### config.mk
export PLATFORM = sky130hd
export DESIGN_NAME = transfer_collector_flat
export DESIGN_NICKNAME = d
export VERILOG_FILES = /design/src/rtl/transfer_collector_if.sv /design/src/rtl/transfer_collector.sv /design/src/flat_wrapper.sv
export SDC_FILE = /design/constraint.sdc
export NUM_CORES = 1
export LEC_CHECK = 0
export BUFFER_PORTS_ARGS = -buffer_cell sky130_fd_sc_hd__buf_2
export CAP_MARGIN = 20
export CORE_MARGIN = 2
export CORE_UTILIZATION = 55
export DETAILED_ROUTE_END_ITERATION = 6
export HOLD_SLACK_MARGIN = 0.06
export PLACE_DENSITY = 0.77
export SLEW_MARGIN = 20
export SYNTH_ARGS = -nofsm -noshare
export SYNTH_HDL_FRONTEND = slang
export SYNTH_SLANG_ARGS = --single-unit
### constraint.sdc
create_clock -name clk_i -period 5.75 [get_ports clk_i]
set_clock_uncertainty 0.1 [all_clocks]
set_input_delay 1.15 -clock clk_i [delete_from_list [all_inputs] [get_ports clk_i]]
set_output_delay 1.15 -clock clk_i [all_outputs]
set_load 0.1 [all_outputs]
### src/rtl/transfer_collector_if.sv
// Signal bundle between transfer_collector and its environment (two scanners plus the host port).
// The slave modport is the collector's view; the master modport is the scanners'/host's view.
interface transfer_collector_if #(
    parameter int DATA_WIDTH = 8
);
    logic                  start_transfer;
    logic                  scan_1_ready_to_transfer;
    logic                  scan_2_ready_to_transfer;
    logic [DATA_WIDTH-1:0] scan_1_data;
    logic [DATA_WIDTH-1:0] scan_2_data;
    logic                  scan_1_valid;
    logic                  scan_2_valid;
    logic                  scan_1_transfer;
    logic                  scan_2_transfer;
    logic [DATA_WIDTH-1:0] out_data;
    logic                  out_valid;
    logic                  out_ready;
    logic                  busy;
    logic                  xfer_done;
    logic                  last_source;
    logic [3:0]            word_count;
    logic                  overflow;
    logic                  timeout;

    modport master (
        output start_transfer,
        output scan_1_ready_to_transfer, scan_2_ready_to_transfer,
        output scan_1_data, scan_2_data,
        output scan_1_valid, scan_2_valid,
        output out_ready,
        input  scan_1_transfer, scan_2_transfer,
        input  out_data, out_valid,
        input  busy, xfer_done, last_source, word_count, overflow, timeout
    );

    modport slave (
        input  start_transfer,
        input  scan_1_ready_to_transfer, scan_2_ready_to_transfer,
        input  scan_1_data, scan_2_data,
        input  scan_1_valid, scan_2_valid,
        input  out_ready,
        output scan_1_transfer, scan_2_transfer,
        output out_data, out_valid,
        output busy, xfer_done, last_source, word_count, overflow, timeout
    );
endinterface

### src/rtl/transfer_collector.sv
// Grants one of two scanners a transfer, buffers its words in a local FIFO and hands them to the host.
// Optional receive watchdog is built only when TRANSFER_TIMEOUT_EN is defined.
module transfer_collector #(
    parameter int DATA_WIDTH     = 8,
    parameter int WORDS_PER_XFER = 8,
    parameter int FIFO_DEPTH     = 16,
    parameter int TIMEOUT_CYCLES = 255
) (
    input  logic                clk_i,
    input  logic                rst_ni,
    transfer_collector_if.slave bus_io
);
    localparam int          AW         = $clog2(FIFO_DEPTH);
    localparam logic [AW:0] FULL_COUNT = (AW + 1)'(FIFO_DEPTH);
    localparam logic [3:0]  LAST_WORD  = 4'(WORDS_PER_XFER);

    typedef enum logic [1:0] {
        S_IDLE,
        S_GRANT,
        S_RECEIVE,
        S_DONE
    } state_t;

    state_t                state_q, state_d;
    logic                  last_source_q, last_source_d;
    logic [3:0]            word_count_q, word_count_d;
    logic                  overflow_q, overflow_d;

    logic [1:0]            ready_v;
    logic [1:0]            valid_v;
    logic [1:0]            grant_v;
    logic [DATA_WIDTH-1:0] data_v [2];
    logic                  sel_ready;
    logic                  sel_valid;
    logic [DATA_WIDTH-1:0] sel_data;
    logic                  granting;
    logic                  push_req;
    logic                  idle_expired;

    // ------------------------------------------------------------------
    // Source selection: last_source_q doubles as the current grant owner
    // ------------------------------------------------------------------
    assign ready_v   = {bus_io.scan_2_ready_to_transfer, bus_io.scan_1_ready_to_transfer};
    assign valid_v   = {bus_io.scan_2_valid, bus_io.scan_1_valid};
    assign data_v[0] = bus_io.scan_1_data;
    assign data_v[1] = bus_io.scan_2_data;

    assign sel_ready = ready_v[last_source_q];
    assign sel_valid = valid_v[last_source_q];
    assign sel_data  = data_v[last_source_q];
    assign granting  = (state_q == S_GRANT) || (state_q == S_RECEIVE);

    genvar gi;
    generate
        for (gi = 0; gi < 2; gi++) begin : g_grant
            assign grant_v[gi] = granting && (last_source_q == 1'(gi));
        end
    endgenerate

    assign bus_io.scan_1_transfer = grant_v[0];
    assign bus_io.scan_2_transfer = grant_v[1];

    // ------------------------------------------------------------------
    // Optional receive watchdog
    // ------------------------------------------------------------------
`ifdef TRANSFER_TIMEOUT_EN
    localparam int          TW         = $clog2(TIMEOUT_CYCLES + 1);
    localparam logic [TW-1:0] IDLE_LIMIT = TW'(TIMEOUT_CYCLES - 1);

    logic [TW-1:0] idle_cnt_q, idle_cnt_d;
    logic          timeout_q, timeout_d;

    // The counter only runs while waiting for the granted scanner's next word.
    assign idle_expired = (state_q == S_RECEIVE) && !sel_valid && (idle_cnt_q == IDLE_LIMIT);
    assign idle_cnt_d   = ((state_q != S_RECEIVE) || sel_valid) ? '0 : idle_cnt_q + 1'b1;
    assign timeout_d    = timeout_q | idle_expired;

    always_ff @(posedge clk_i or negedge rst_ni) begin
        if (!rst_ni) begin
            idle_cnt_q <= '0;
            timeout_q  <= 1'b0;
        end else begin
            idle_cnt_q <= idle_cnt_d;
            timeout_q  <= timeout_d;
        end
    end

    assign bus_io.timeout = timeout_q;
`else
    logic unused_timeout_cfg;

    assign unused_timeout_cfg = ^TIMEOUT_CYCLES;
    assign idle_expired       = 1'b0;
    assign bus_io.timeout     = 1'b0;
`endif

    // ------------------------------------------------------------------
    // Control FSM
    // ------------------------------------------------------------------
    always_comb begin
        state_d       = state_q;
        last_source_d = last_source_q;
        word_count_d  = word_count_q;
        push_req      = 1'b0;
        unique case (state_q)
            S_IDLE: begin
                if (bus_io.start_transfer && (ready_v != 2'b00)) begin
                    // Round-robin only matters when both scanners compete.
                    last_source_d = (ready_v == 2'b11) ? ~last_source_q : ready_v[1];
                    word_count_d  = '0;
                    state_d       = S_GRANT;
                end
            end
            S_GRANT: begin
                state_d = S_RECEIVE;
            end
            S_RECEIVE: begin
                if (sel_valid && (word_count_q != LAST_WORD)) begin
                    push_req     = 1'b1;
                    word_count_d = word_count_q + 4'd1;
                end
                if ((word_count_q == LAST_WORD) || !sel_ready || idle_expired) begin
                    state_d = S_DONE;
                end
            end
            S_DONE: begin
                state_d = S_IDLE;
            end
            default: begin
                state_d = S_IDLE;
            end
        endcase
    end

    always_ff @(posedge clk_i or negedge rst_ni) begin
        if (!rst_ni) begin
            state_q       <= S_IDLE;
            last_source_q <= 1'b1;
            word_count_q  <= '0;
            overflow_q    <= 1'b0;
        end else begin
            state_q       <= state_d;
            last_source_q <= last_source_d;
            word_count_q  <= word_count_d;
            overflow_q    <= overflow_d;
        end
    end

    assign bus_io.busy        = (state_q != S_IDLE);
    assign bus_io.xfer_done   = (state_q == S_DONE);
    assign bus_io.last_source = last_source_q;
    assign bus_io.word_count  = word_count_q;
    assign bus_io.overflow    = overflow_q;

    // ------------------------------------------------------------------
    // Local FIFO with a registered head word
    // ------------------------------------------------------------------
    logic [DATA_WIDTH-1:0] mem_q [FIFO_DEPTH];
    logic [AW-1:0]         wr_ptr_q, wr_ptr_d;
    logic [AW-1:0]         rd_ptr_q, rd_ptr_d;
    logic [AW:0]           count_q, count_d;
    logic [DATA_WIDTH-1:0] head_q, head_d;
    logic                  fifo_full;
    logic                  pop;
    logic                  push;
    logic                  drop;

    assign fifo_full  = (count_q == FULL_COUNT);
    assign pop        = (count_q != '0) && bus_io.out_ready;
    assign push       = push_req && (!fifo_full || pop);
    assign drop       = push_req && fifo_full && !pop;
    assign overflow_d = overflow_q | drop;

    // The head register reads the entry the read pointer will point at next.
    // If that entry is being written this cycle, the FIFO was draining to empty, so bypass.
    always_comb begin
        wr_ptr_d = wr_ptr_q + AW'(push);
        rd_ptr_d = rd_ptr_q + AW'(pop);
        count_d  = count_q + (AW + 1)'(push) - (AW + 1)'(pop);
        head_d   = mem_q[rd_ptr_d];
        if (count_d == '0) begin
            head_d = '0;
        end else if (push && (wr_ptr_q == rd_ptr_d)) begin
            head_d = sel_data;
        end
    end

    always_ff @(posedge clk_i) begin
        if (push) begin
            mem_q[wr_ptr_q] <= sel_data;
        end
    end

    always_ff @(posedge clk_i or negedge rst_ni) begin
        if (!rst_ni) begin
            wr_ptr_q <= '0;
            rd_ptr_q <= '0;
            count_q  <= '0;
            head_q   <= '0;
        end else begin
            wr_ptr_q <= wr_ptr_d;
            rd_ptr_q <= rd_ptr_d;
            count_q  <= count_d;
            head_q   <= head_d;
        end
    end

    assign bus_io.out_data  = head_q;
    assign bus_io.out_valid = (count_q != '0);
endmodule
### src/flat_wrapper.sv
// flat-port wrapper written by rule: the top's interface ports become plain ports
module transfer_collector_flat 
#(
    parameter int DATA_WIDTH     = 8,
    parameter int WORDS_PER_XFER = 8,
    parameter int FIFO_DEPTH     = 16,
    parameter int TIMEOUT_CYCLES = 255
)
  (clk_i, rst_ni, bus_io_start_transfer, bus_io_scan_1_ready_to_transfer, bus_io_scan_2_ready_to_transfer, bus_io_scan_1_data, bus_io_scan_2_data, bus_io_scan_1_valid, bus_io_scan_2_valid, bus_io_out_ready, bus_io_scan_1_transfer, bus_io_scan_2_transfer, bus_io_out_data, bus_io_out_valid, bus_io_busy, bus_io_xfer_done, bus_io_last_source, bus_io_word_count, bus_io_overflow, bus_io_timeout);
  transfer_collector_if #(.DATA_WIDTH(DATA_WIDTH)) bus_io_i ();
  input  logic clk_i;
  input  logic rst_ni;
  input wire logic [$bits(bus_io_i.start_transfer)-1:0] bus_io_start_transfer;
  input wire logic [$bits(bus_io_i.scan_1_ready_to_transfer)-1:0] bus_io_scan_1_ready_to_transfer;
  input wire logic [$bits(bus_io_i.scan_2_ready_to_transfer)-1:0] bus_io_scan_2_ready_to_transfer;
  input wire logic [$bits(bus_io_i.scan_1_data)-1:0] bus_io_scan_1_data;
  input wire logic [$bits(bus_io_i.scan_2_data)-1:0] bus_io_scan_2_data;
  input wire logic [$bits(bus_io_i.scan_1_valid)-1:0] bus_io_scan_1_valid;
  input wire logic [$bits(bus_io_i.scan_2_valid)-1:0] bus_io_scan_2_valid;
  input wire logic [$bits(bus_io_i.out_ready)-1:0] bus_io_out_ready;
  output wire logic [$bits(bus_io_i.scan_1_transfer)-1:0] bus_io_scan_1_transfer;
  output wire logic [$bits(bus_io_i.scan_2_transfer)-1:0] bus_io_scan_2_transfer;
  output wire logic [$bits(bus_io_i.out_data)-1:0] bus_io_out_data;
  output wire logic [$bits(bus_io_i.out_valid)-1:0] bus_io_out_valid;
  output wire logic [$bits(bus_io_i.busy)-1:0] bus_io_busy;
  output wire logic [$bits(bus_io_i.xfer_done)-1:0] bus_io_xfer_done;
  output wire logic [$bits(bus_io_i.last_source)-1:0] bus_io_last_source;
  output wire logic [$bits(bus_io_i.word_count)-1:0] bus_io_word_count;
  output wire logic [$bits(bus_io_i.overflow)-1:0] bus_io_overflow;
  output wire logic [$bits(bus_io_i.timeout)-1:0] bus_io_timeout;
  assign bus_io_i.start_transfer = bus_io_start_transfer;
  assign bus_io_i.scan_1_ready_to_transfer = bus_io_scan_1_ready_to_transfer;
  assign bus_io_i.scan_2_ready_to_transfer = bus_io_scan_2_ready_to_transfer;
  assign bus_io_i.scan_1_data = bus_io_scan_1_data;
  assign bus_io_i.scan_2_data = bus_io_scan_2_data;
  assign bus_io_i.scan_1_valid = bus_io_scan_1_valid;
  assign bus_io_i.scan_2_valid = bus_io_scan_2_valid;
  assign bus_io_i.out_ready = bus_io_out_ready;
  assign bus_io_scan_1_transfer = bus_io_i.scan_1_transfer;
  assign bus_io_scan_2_transfer = bus_io_i.scan_2_transfer;
  assign bus_io_out_data = bus_io_i.out_data;
  assign bus_io_out_valid = bus_io_i.out_valid;
  assign bus_io_busy = bus_io_i.busy;
  assign bus_io_xfer_done = bus_io_i.xfer_done;
  assign bus_io_last_source = bus_io_i.last_source;
  assign bus_io_word_count = bus_io_i.word_count;
  assign bus_io_overflow = bus_io_i.overflow;
  assign bus_io_timeout = bus_io_i.timeout;
  transfer_collector #(.DATA_WIDTH(DATA_WIDTH), .WORDS_PER_XFER(WORDS_PER_XFER), .FIFO_DEPTH(FIFO_DEPTH), .TIMEOUT_CYCLES(TIMEOUT_CYCLES)) u_core (.clk_i(clk_i), .rst_ni(rst_ni), .bus_io(bus_io_i));
endmodule
---- Word-level counts from Yosys, hierarchy flattened ----
Memory sizes are Yosys's and may differ from the RTL's.
Index checks and enable logic that the tools add are counted.
operators by class
  add/subtract/negate cells ............... 5
  magnitude comparators ................... 2
  equal/unequal tests ..................... 11
  muxes and demuxes ....................... 20
  bitwise gates (word level) .............. 3
  reductions and logical operators ........ 24
operators by type and width
  cell                                                           number
  8-bit two-way mux                                              5
  1-bit logical AND                                              9
  1-bit two-way mux                                              9
  4-bit by 1-bit adder with 4-bit output                         2
  4-bit two-way mux                                              2
  2-bit one-hot mux with 4 select lines                          1
  4-bit one-hot mux with 2 select lines                          1
  2-bit equality test, second input constant                     3
  2-bit nonzero test                                             3
  5-bit by 1-bit adder with 5-bit output                         1
  5-bit equality test, second input constant                     1
  5-bit zero test                                                1
  5-bit nonzero test                                             1
  5-bit by 1-bit subtractor with 5-bit output                    1
  4-bit by 1-bit adder with 4-bit output, second input constant  1
  4-bit equality test                                            1
  4-bit equality test, second input constant                     1
  2-bit two-way mux                                              2
  2-bit inequality test, second input constant                   2
  4-bit inequality test, second input constant                   1
  2-bit AND reduction                                            2
  1-bit zero test                                                3
  1-bit logical OR                                               3
  3-bit AND reduction                                            1
  8 further kinds                                                8
word-level totals
  flip-flop bits (word level) ............. 29
  memory bits (writable) .................. 128
  input bits .............................. 24
  output and inout bits ................... 20
  logic and storage cells ................. 74
  memories kept ........................... 1
memories
  name          depth  width  read ports  clocked after Yosys merged registers in  write ports  RTL line                   RTL
  u_core.mem_q  16     8      1           0                                        1            transfer_collector.sv:158  logic [DATA_WIDTH-1:0] mem_q [FIFO_DEPTH];

---- Depth between registers and ports, before layout ----
  depth after elaboration ................. 10
  gate-level depth with buffers ........... 14
  gate-level depth less buffers ........... 14

---- Worst setup path after synthesis ----
No wires, ideal clock.
  path kind ............................... flip-flop to flip-flop
  from .................................... reg u_core.count_q[3]
  to ...................................... reg u_core.head_q[0] (netlist: u_core.bus_io.out_data[0])
  setup time .............................. 0.082 ns
  arrival time ............................ 3.675 ns
  data required time ...................... 5.568 ns
  setup slack ............................. 1.892 ns
  cell stages (with the launch flop) ...... 15
  buffers on the path ..................... 0
  period minus slack after synthesis ...... 3.858 ns
  path through ............................ dfrtp_1 -> inv_1 -> ha_1 -> or3b_1 -> or2_2 -> and2_1 -> ha_1 -> inv_1 -> ha_1 -> fa_1 -> xor2_1 -> nor4b_1 -> mux2_2 -> a211o_2 -> o22ai_1
between the ends
  word-level cells in the longest chain between the ends .. 8
  elaborated cells on any way between the ends .. 15
  classes of those cells .................. 3 x add/sub; 2 x eq/ne; 2 x mux; 7 x reduce/logical; 1 x memory
RTL lines
  element                                        RTL line                   RTL
  from (decl)                                    transfer_collector.sv:161  logic [AW:0] count_q, count_d;
  from (signal assigned)                         transfer_collector.sv:203  count_q <= count_d;
  5-bit nonzero test *                           --
  net bus_io_out_valid                           flat_wrapper.sv:24         output wire logic [$bits(bus_io_i.out_valid)-1:0] bus_io_out_valid;
  1-bit logical AND *                            transfer_collector.sv:169  assign pop = (count_q != '0) && bus_io.out_ready;
  1-bit logical OR                               transfer_collector.sv:170  assign push = push_req && (!fifo_full || pop);
  1-bit logical AND                              transfer_collector.sv:170
  5-bit by 1-bit adder with 5-bit output         transfer_collector.sv:179  count_d = count_q + (AW + 1)'(push) - (AW + 1)'(pop);
  5-bit by 1-bit subtractor with 5-bit output *  transfer_collector.sv:179
  net u_core.count_d[2]                          transfer_collector.sv:161
  5-bit zero test *                              transfer_collector.sv:181  if (count_d == '0) begin
  8-bit two-way mux *                            transfer_collector.sv:181
  net u_core.head_d[0]                           transfer_collector.sv:162  logic [DATA_WIDTH-1:0] head_q, head_d;
  to (signal assigned)                           transfer_collector.sv:199  head_q <= '0;
  to (signal assigned)                           transfer_collector.sv:204  head_q <= head_d;
  to (decl)                                      transfer_collector.sv:162
The timed path passes the listed nets; every way through them passes the cells marked *.
A chain may end at the register's enable or synchronous reset.

---- Worst setup path in the final report ----
  from .................................... reg u_core.count_q[2]
  to ...................................... reg u_core.head_q[1] (netlist: u_core.bus_io.out_data[1])
between the ends
  word-level cells in the longest chain between the ends .. 8
  elaborated cells on any way between the ends .. 15
  classes of those cells .................. 3 x add/sub; 2 x eq/ne; 2 x mux; 7 x reduce/logical; 1 x memory
RTL lines
  element                                                           RTL line
  5-bit equality test / 5-bit nonzero test (equally long branches)  transfer_collector.sv:168, transfer_collector.sv:169
  1-bit zero test / 1-bit logical AND (equally long branches)       transfer_collector.sv:170, transfer_collector.sv:169
  1-bit logical OR                                                  transfer_collector.sv:170
  1-bit logical AND                                                 transfer_collector.sv:170
  5-bit by 1-bit adder with 5-bit output                            transfer_collector.sv:179
  5-bit by 1-bit subtractor with 5-bit output *                     transfer_collector.sv:179
  net u_core.count_d[2]                                             transfer_collector.sv:161
  5-bit zero test *                                                 transfer_collector.sv:181
  8-bit two-way mux *                                               transfer_collector.sv:181
  net u_core.head_d[1]                                              transfer_collector.sv:162
Marked as above.

==> impl_metrics.yaml <==
status:
  status: "finished clean"
synthesis:
  yosysSeqAreaShare_pct: 69.3
  ys_top_cells_by_count: "edfxtp_1, nand2_1, mux4_2"
  synthTopCellsByArea: "edfxtp_1, mux4_2, dfrtp_1"
  synth_mux_area_share_pct: 12.7
  synth_area_sq_mm: 0.00659
  synth_top_family_by_area: "multiplexers"
  synth_flop_cell: "edfxtp_1"
  syn_nets: 440
  netlist.area_leader.share_pct: 58.3
  synth_compound_area_share_pct: 3.30
  synth_warnings: 0
  synth_xor_area_share_pct: 2.18
  synth_cells: 400
  postSynth.asyncResetShare_pct: 18.5
  synth_edf_count: 128
  synth_fa_ha_area_share_pct: 3.15
  synthSimpleGateAreaFrac_pct: 6.76
  yosysUniqueCellTypes: 46
  synth_seq_cells: 157
  yosysMostFrequentCell: "edfxtp_1"
  yosysTopAreaCell: "edfxtp_1"
  synth.avg_cell_area_sq_um: 16.5
routing:
  drt-initial-drc-count: 416
  wl_per_cell_um: 21.9
  drc: 0
  firstDrtPassIters: 5
  wl_um: 13300
  via_per_inst: 6.02
  ant_nets: 0
  via_count: 3663
finish:
  nFillCells: 780
  final_area_sq_mm: 0.00761
  drive_gt1_share_pct: 27.5
  diodes: 0
  stdcell_count: 608
  area_delta_synth_final_pct: 15.5
  final_util_pct: 65.8
  layout.nets: 492
clocking:
  cts_resized: 0
  cts_tree: "done"
  cts_setup_buffers: 0
  cts_max_path_buffers: 2
  clk_root_buffer_cell: "clkbuf_16"
  clk_latency_ns: 0.43
  holdBufCountCts: 0
  htree_levels: 4
  cts_buffers: 17
  clock-sinks: 157
  clk_pin_slew_ns: 0.06
global_route:
  antenna_found_initial: 0
  grt_pass1_wl_um: 21000
  first_global_vias: 3828
  grt-ovfl-total: 0
  grt_use_total_pct: 22.5
  grt_max_degree: 35
pwr:
  p_total_mw: 4.80
  power_leakage_nw: 2.84
  p_per_area_mw_per_mm2: 630
  peakVddDrop_v: 0.000279
worst_setup_path:
  worstPathRequired_ns: 5.98
  worstSetupPathType: "flop to flop"
  cpMaxStageDelayCell: "or3b_2"
  r2r_setup_slack_ns: 1.82
  crit_family: "simple AND/OR/NAND/NOR gates"
  crit_buf_inv: 2
  r2r_end: "u_core.bus_io.out_data[1]"
  cp_cell_sequence: "inv_1 > ha_1 > or3b_1 > or3b_2 > nand2b_2 > inv_1 > ha_1 > fa_1 > xor2_1 > nor4b_1 > mux2_2 > a211o_2 > o22ai_1"
  rr_worst_depth: 13
  slowest_delay_ns: 0.49
  cp_max_fo: 8
  arrival_ns: 4.16
  cp-start-kind: "flop"
  worstSetupEndpointType: "flop"
  reg2reg_from: "u_core.count_q[2]"
flow_run:
  maxCapViolCount: 0
worst_hold_path:
  holdPathEnd: "u_core.bus_io.overflow"
  min_from: "u_core.bus_io.overflow"
  hold_class: "flop to flop"
  worstHoldPathCells: 1
place:
  pre_cts_slack_ns: 1.56
  dp.cells: 576
  dpl.hpwl_um: 8550
  placed_cell_area_sq_mm: 0.00697
  gp_congestion: 0.847
  portBuffers: 42
floorplan:
  core_sq_mm: 0.0116
  dieArea_sq_mm: 0.0129
  start_util_pct: 57.0
  fp.dieW_um: 113
  row_count: 39
  die_h_um: 113
  pin_count: 44
timing:
  hold-worst-slack_ns: 0.374
  setup_viol: 0
  hold_viol_final: 0
  slew_violations: 0
  maxSlewHeadroom_pct: 36.8
  fmax_ghz: 0.254
  worst_slew_pin_slew_ns: 0.948
  min_period_ns: 3.93
  rsz0062_at_grt: "no"
  worst_slack_ns: 1.82
  tns_ns: 0
  min_period_over_period_pct: 68.4
worst register-to-register path, stage by stage (launching register included):
cell and delay (ns):
dfrtp_1 0.38, inv_1 0.09, ha_1 0.15, or3b_1 0.36
or3b_2 0.49, nand2b_2 0.18, inv_1 0.15, ha_1 0.24
fa_1 0.43, xor2_1 0.24, nor4b_1 0.08, mux2_2 0.30
a211o_2 0.42, o22ai_1 0.22
report_power, final:
group	internal (mW)	leakage, nW	switching [mW]	total (mW)
combinational	0.673	1.03	1.36	2.03
clock	0.737	0.311	0.461	1.20
sequential	1.46	1.50	0.110	1.57
worst max path at each step:
stage	start	end	slack, ns	depth (start not counted)
floorplan	u_core.count_q[3]	u_core.bus_io.out_data[0]	1.89	14
global placement	bus_io_scan_2_valid	u_core.bus_io.out_data[5]	1.74	12
detailed placement	bus_io_out_ready	u_core.bus_io.out_data[1]	1.56	11
CTS	u_core.count_q[2]	u_core.bus_io.out_data[0]	1.70	12
global route	u_core.count_q[2]	u_core.bus_io.out_data[6]	1.49	12
finish	u_core.count_q[2]	u_core.bus_io.out_data[1]	1.82	13
cell usage in the layout (no fill, tap or decap), types with 3 or more instances in the layout:
cell type / synthesis / layout
bufinv_16: 0 / 4
inv_8: 0 / 3
inv_1: 22 / 22
o22ai_1: 8 / 8
nor3_1: 3 / 3
ha_1: 15 / 13
dfrtp_1: 28 / 28
mux2i_1: 8 / 8
a21oi_1: 3 / 3
edfxtp_1: 128 / 128
mux4_2: 32 / 32
nand2_1: 42 / 42
nand3_1: 14 / 14
and2_1: 3 / 3
xnor2_1: 6 / 6
nand3b_1: 3 / 3
nor2_1: 13 / 13
xor2_1: 6 / 5
buf_4: 2 / 9
nor4_1: 4 / 4
nand2b_1: 3 / 3
mux2_2: 3 / 3
buf_2: 5 / 42
o21ai_0: 12 / 12
clkbuf_16: 0 / 17
layout make-up:
class | count | area (sq um) | share of cell area (%)
sequential | 157 | 4570 | 60.0
multi-input combinational | 202 | 1870 | 24.5
clock buffer | 18 | 429 | 5.64
timing repair buffer | 51 | 278 | 3.65
clock inverter | 14 | 206 | 2.71
tap | 143 | 179 | 2.35
inverter | 23 | 86.3 | 1.13
state kept, by name (all words and copies together), names as in the netlist:
register                   count
u_core.bus_io.last_source      1
u_core.bus_io.out_data         8
u_core.state_q                 2
u_core.wr_ptr_q                4
u_core.bus_io.word_count       4
u_core.bus_io.overflow         1
u_core.mem_q                 128
u_core.count_q                 5
u_core.rd_ptr_q                4
routing by layer:
layer | GRT usage, % | share of wire (%) | vias to the layer above
met3 | 6.22 | 7.9 | 25
met1 | 29.7 | 40 | 1836
met5 | 0 | 0 | -
li1 | - | - | 1627
met4 | 6.83 | 1.8 | 0
met2 | 37.0 | 50 | 175
logic make-up (layout without fill, tap and decap cells):
group / Yosys count / after routing
flops: 157 / 157
other cells: 1 / 1
fa+ha+maj: 16 / 16
buf+inv: 41 / 106
xor+xnor: 14 / 14
simple gates: 94 / 94
mux: 43 / 43
compound gates: 34 / 34
Note: power is estimated with default switching activity, not from simulation.
